--- src/rtl/multiword_addsub_seq.sv ---
// Multi-precision add/subtract sequencer built around one 32-bit Kogge-Stone adder.
// Operands are processed one 32-bit word per cycle, least significant word first.
// The carry between words is held in a register.

// 32-bit parallel-prefix adder with carry-in and carry-out.
module kogge_stone_adder_32bits (
   input  logic [31:0] a,
   input  logic [31:0] b,
   input  logic        cin,
   output logic [31:0] sum,
   output logic        cout
);

   logic [31:0] g;
   logic [31:0] p;
   logic [31:0] gn;
   logic [31:0] pn;
   logic [31:0] c;

   // Prefix tree over generate/propagate pairs.
   // Spans double each level: 1, 2, 4, 8, 16.
   // cin is folded in when the per-bit carries are formed.
   always_comb begin
      g  = a & b;
      p  = a ^ b;
      gn = '0;
      pn = '0;
      for (int unsigned d = 1; d < 32; d = d * 2) begin
         gn = g;
         pn = p;
         for (int unsigned i = d; i < 32; i++) begin
            gn[i] = g[i] | (p[i] & g[i-d]);
            pn[i] = p[i] & p[i-d];
         end
         g = gn;
         p = pn;
      end
      c    = {g[30:0] | (p[30:0] & {31{cin}}), cin};
      sum  = (a ^ b) ^ c;
      cout = g[31] | (p[31] & cin);
   end

endmodule

// Sequencer: IDLE accepts a request, RUN walks the words, DONE holds the result until it is accepted.
module multiword_addsub_seq #(
   parameter int NUM_WORDS = 4
) (
   input  logic                   clk,
   input  logic                   rst,
   input  logic                   in_valid,
   output logic                   in_ready,
   input  logic                   op_sub,
   input  logic                   cin,
   input  logic [NUM_WORDS*32-1:0] operand_a,
   input  logic [NUM_WORDS*32-1:0] operand_b,
   output logic                   out_valid,
   input  logic                   out_ready,
   output logic [NUM_WORDS*32-1:0] result,
   output logic                   cout,
   output logic                   overflow
);

   localparam int W     = NUM_WORDS * 32;
   localparam int IDX_W = (NUM_WORDS > 1) ? $clog2(NUM_WORDS) : 1;

   typedef enum logic [1:0] {IDLE, RUN, DONE} state_t;

   state_t           state;
   logic [W-1:0]     a_reg;
   logic [W-1:0]     b_reg;
   logic             carry;
   logic [IDX_W-1:0] idx;
   logic [31:0]      word_sum;
   logic             word_cout;
   logic             last;

   assign last = (idx == IDX_W'(NUM_WORDS - 1));

   kogge_stone_adder_32bits u_adder (
      .a    (a_reg[{idx, 5'b0} +: 32]),
      .b    (b_reg[{idx, 5'b0} +: 32]),
      .cin  (carry),
      .sum  (word_sum),
      .cout (word_cout)
   );

   // Control FSM and datapath registers; all outputs are registered.
   always_ff @(posedge clk) begin
      if (rst) begin
         state     <= IDLE;
         in_ready  <= 1'b1;
         out_valid <= 1'b0;
         result    <= '0;
         cout      <= 1'b0;
         overflow  <= 1'b0;
         idx       <= '0;
         carry     <= 1'b0;
         a_reg     <= '0;
         b_reg     <= '0;
      end else begin
         case (state)
            IDLE: begin
               if (in_valid) begin
                  // Subtraction is stored as A + ~B with the carry preset to 1.
                  a_reg    <= operand_a;
                  b_reg    <= op_sub ? ~operand_b : operand_b;
                  carry    <= op_sub ? 1'b1 : cin;
                  idx      <= '0;
                  in_ready <= 1'b0;
                  state    <= RUN;
               end
            end
            RUN: begin
               result[{idx, 5'b0} +: 32] <= word_sum;
               carry                     <= word_cout;
               if (last) begin
                  idx       <= '0;
                  out_valid <= 1'b1;
                  cout      <= word_cout;
                  overflow  <= (a_reg[W-1] == b_reg[W-1]) && (word_sum[31] != a_reg[W-1]);
                  state     <= DONE;
               end else begin
                  idx <= idx + 1'b1;
               end
            end
            DONE: begin
               if (out_ready) begin
                  out_valid <= 1'b0;
                  in_ready  <= 1'b1;
                  state     <= IDLE;
               end
            end
            default: begin
               state     <= IDLE;
               in_ready  <= 1'b1;
               out_valid <= 1'b0;
            end
         endcase
      end
   end

endmodule

--- config.mk ---
export PLATFORM = sky130hd
export DESIGN_NAME = multiword_addsub_seq
export DESIGN_NICKNAME = d
export VERILOG_FILES = /design/src/rtl/multiword_addsub_seq.sv
export SDC_FILE = /design/constraint.sdc
export NUM_CORES = 1
export LEC_CHECK = 0
export CORE_ASPECT_RATIO = 0.9
export CORE_UTILIZATION = 53
export CTS_BUF_LIST = sky130_fd_sc_hd__clkbuf_8
export DETAILED_ROUTE_END_ITERATION = 8
export PLACE_DENSITY = 0.81
export SLEW_MARGIN = 10
export SYNTH_ARGS = -nofsm -noshare
export SYNTH_HDL_FRONTEND = slang
export SYNTH_SLANG_ARGS = --single-unit
--- constraint.sdc ---
create_clock -name clk -period 5.9 [get_ports clk]
set_input_delay 1.18 -clock clk [delete_from_list [all_inputs] [get_ports clk]]
set_output_delay 1.18 -clock clk [all_outputs]
set_load 0.005 [all_outputs]
==> out/results.txt <==
clock share of power: 37.6%
Post-Syn Area: 18300 sq um
CTS tree: yes
worst r2r dst: result[29]$_SDFFE_PP0P_
drt pass-1 iters: 8
Hold-fix buffers, CTS: 0
Layout area overhead: 29.5%
pin count of the biggest net entering global routing: 263
final HPWL from detailed placement: 39500 um
vias post-DR: 16700
vias in the first global route: 15600
Mapped Nets: 2362
combinational power share: 18.0%
Cell Pwr Density: 277 nW/um^2
Max Slew Vio Count: 0
die area: 35200 sq um
Total GRT Usage: 30.9%
share of async-settable or async-resettable flops after synthesis: 0%
GRT overflow: 0
EDFF count, synth: 0
fmax: 211 MHz
Primary FF master, synth: dfxtp_1
area of the multi-input gates: 9660 sq um
area of placed instances: 22300 sq um
Clk Latency, worst-skew pair: 0.59 ns
initial core utilization: 53.8%
post-route minimum period: 4.73 ns
Clock Skews: 0.0118 ns
CTS buffer count: 61
die width: 198 um
startpoint types: flip-flop
area share of the largest cell type after synthesis: 43.1%
Least-Margin Pin Slew: 1.48 ns
clk sinks: 393
vias per cell: 5.83
I/O Buffers: 393
H-tree depth: 2
Power Internal: 4700 uW
Max-cap violations: 0
Iter 0 DRT Violations: 1496
Design Area, Final: 23600 sq um
Post-CTS Setup Repair Bufs: 0
Peak VDD IR: 0.158 mV
core outline area: 34000 sq um
Psw: 1840 uW
RSZ-0062 raised after global routing: no
RD Place Congestion: 0.947
Worst EP arrival: 5.16 ns
final setup fails: 0
Reg2Reg Depth: 10
final wirelength: 55900 um
final number of hold-violating endpoints: 0
row count: 64
initial antenna violation count: 3
kind of critical path: flip-flop to flip-flop
Sw Ratio: 28.1%
Core Util, Final: 69.6%
Max Buffers Root-to-Sink: 3
Synth area leaders: dfxtp_1 43%, mux4_2 7.9%, xnor2_1 6.8%
Avg Synthesized Cell Area: 8.86 sq um
Fin Setup TNS: 0 ns
I/O Pins: 394
Hold Path Class: flip-flop to flip-flop
sequential share of the synthesized area: 43.1%
Die Height: 178 um
first-pass GRT wire length: 85300 um
sequential group share of total power: 44.4%
Slew HR: 1.03%
routed len/inst: 19.5 um
Netlist cell types: 64
launch point of the worst reg-to-reg path: idx[0]$_SDFFE_PP0P_
yosys warns: 0
Leak: 0.00844 uW
DRC: 0
layout cells sized above 1: 8.24%
Register-to-Register Setup Slack: 1.17 ns
ANT nets after route: 0
critical path endpoint category: flip-flop
CP required: 6.33 ns
post-synth top area cell: dfxtp_1
outcome: completed
nets: 2658
crit path from: idx[0]$_SDFFE_PP0P_
Post-Synthesis Cells: 2060
Register Area: 7880 sq um
Reg clk slew, reported paths: 0.07 ns
Synth Register Bits: 393
PostCTS Resize Cnt: 0
CTS root buf: clkbuf_8
CP endpoint: result[29]$_SDFFE_PP0P_
Period Utilization, post-route: 80.2%
fillcell total: 2609
CP max FO: 46
## layer usage
| metal | routed length, um | share of wire, % | track usage, % | vias to the layer above |
|---|---|---|---|---|
| li1 | - | - | - | 7920 |
| met1 | 24600 | 44 | 43.0 | 7908 |
| met3 | 5120 | 9.2 | 5.22 | 88 |
| met2 | 25000 | 45 | 49.8 | 795 |
| met5 | 12 | 0.021 | 0 | - |
| met4 | 1220 | 2.2 | 8.01 | 2 |
## power groups by stage
stage	clock (uW)	sequential [uW]	combinational [uW]
floorplan	0	2920	731
finish	2460	2900	1180
global placement	0	2950	1130
detailed placement	0	2960	1150
global route	2600	2920	1260
CTS	2480	2900	1160
## layout by cell type (no fill, tap or decap), types with 3 or more instances in the layout
cell type | netlist | routed
buf_12 | 0 | 3
a41oi_1 | 4 | 4
a21o_1 | 10 | 10
o31ai_1 | 4 | 4
inv_1 | 10 | 22
a211oi_1 | 132 | 132
xnor2_1 | 142 | 142
ha_1 | 39 | 39
a22oi_1 | 80 | 80
mux4_2 | 64 | 64
or4_1 | 8 | 8
or3_1 | 3 | 3
o21a_1 | 6 | 6
clkinv_2 | 0 | 10
a21oi_1 | 184 | 184
diode_2 | 0 | 4
a32o_1 | 20 | 20
dfxtp_1 | 393 | 391
nor2b_1 | 6 | 6
nand2_1 | 328 | 328
nor4_1 | 6 | 6
buf_4 | 1 | 18
a31oi_1 | 11 | 11
o21ai_0 | 30 | 30
nor2_1 | 242 | 240
nand3_1 | 43 | 43
clkbuf_8 | 0 | 83
nor3_1 | 25 | 24
nand4_1 | 17 | 17
clkdlybuf4s50_1 | 0 | 391
xor2_1 | 8 | 8
nand2b_1 | 6 | 6
o211ai_1 | 5 | 5
o311ai_0 | 12 | 12
bufinv_16 | 0 | 3
and3_1 | 3 | 3
## metrics by stage
| stage | setup WS, ns | power [uW] | std cells | hold slack (ns) |
|---|---|---|---|---|
| after floorplan | 1.81 | 3650 | 2060 | 0.433 |
| after global placement | 1.42 | 4080 | 2755 | 0.439 |
| after detailed placement | 1.28 | 4110 | 2755 | 0.444 |
| after CTS | 1.24 | 6550 | 2865 | 0.453 |
| after global routing | 0.809 | 6790 | 2866 | 0.477 |
| final | 1.17 | 6540 | 2869 | 0.455 |
## area by class of cell
cell class,instances,share of cell area (%)
multi-input cells,1476,40.9
flip-flops and latches,393,33.3
repair buffers,414,17.5
clock buffers,83,4.83
well taps,462,2.45
clock inverters,27,0.847
inverters,10,0.159
diodes,4,0.0423
## logic make-up (layout without fill, tap and decap cells)
family | count (synthesis) | count (layout) | synth area share, %
and+or+nand+nor | 697 | 697 | 15.7
muxes | 65 | 65 | 7.95
xor gates and xnor gates | 150 | 150 | 7.20
DFF | 393 | 393 | 43.1
buffers and inverters | 191 | 534 | 4.05
AOI/OAI and AO/OA | 524 | 524 | 19.2
adders and majority gates | 40 | 40 | 2.78
other | 0 | 4 | 0
## critical path, stage by stage, from the launching register on
cell and delay (ns):
dfxtp_4 1.03, buf_4 0.45, mux4_2 0.55, ha_1 0.54, nand2_1 0.17, nor2_1 0.28
o21ai_1 0.17, a21oi_1 0.17, a21boi_1 0.13, o41ai_2 0.77, o311ai_0 0.27
## synth_stat cells, types with 30 or more instances
cell	instances
dfxtp_1	393
nand2_1	328
nor2_1	242
a21oi_1	184
clkbuf_1	163
xnor2_1	142
a211oi_1	132
a22oi_1	80
mux4_2	64
nand3_1	43
ha_1	39
o21ai_0	30
## worst min-delay path by stage
| stage | to | slack [ns] | start | cells past startpoint |
|---|---|---|---|---|
| 2_1_floorplan | a_reg[64]$_SDFFE_PP0P_ | 0.43 | a_reg[64]$_SDFFE_PP0P_ | 2 |
| 3_3_place_gp | a_reg[45]$_SDFFE_PP0P_ | 0.44 | a_reg[45]$_SDFFE_PP0P_ | 2 |
| 3_5_place_dp | a_reg[101]$_SDFFE_PP0P_ | 0.44 | a_reg[101]$_SDFFE_PP0P_ | 2 |
| 4_1_cts | a_reg[101]$_SDFFE_PP0P_ | 0.45 | a_reg[101]$_SDFFE_PP0P_ | 2 |
| 5_1_grt | a_reg[79]$_SDFFE_PP0P_ | 0.48 | a_reg[79]$_SDFFE_PP0P_ | 2 |
| 6_report | a_reg[62]$_SDFFE_PP0P_ | 0.45 | a_reg[62]$_SDFFE_PP0P_ | 2 |
Note: power is estimated with default switching activity, not from simulation.
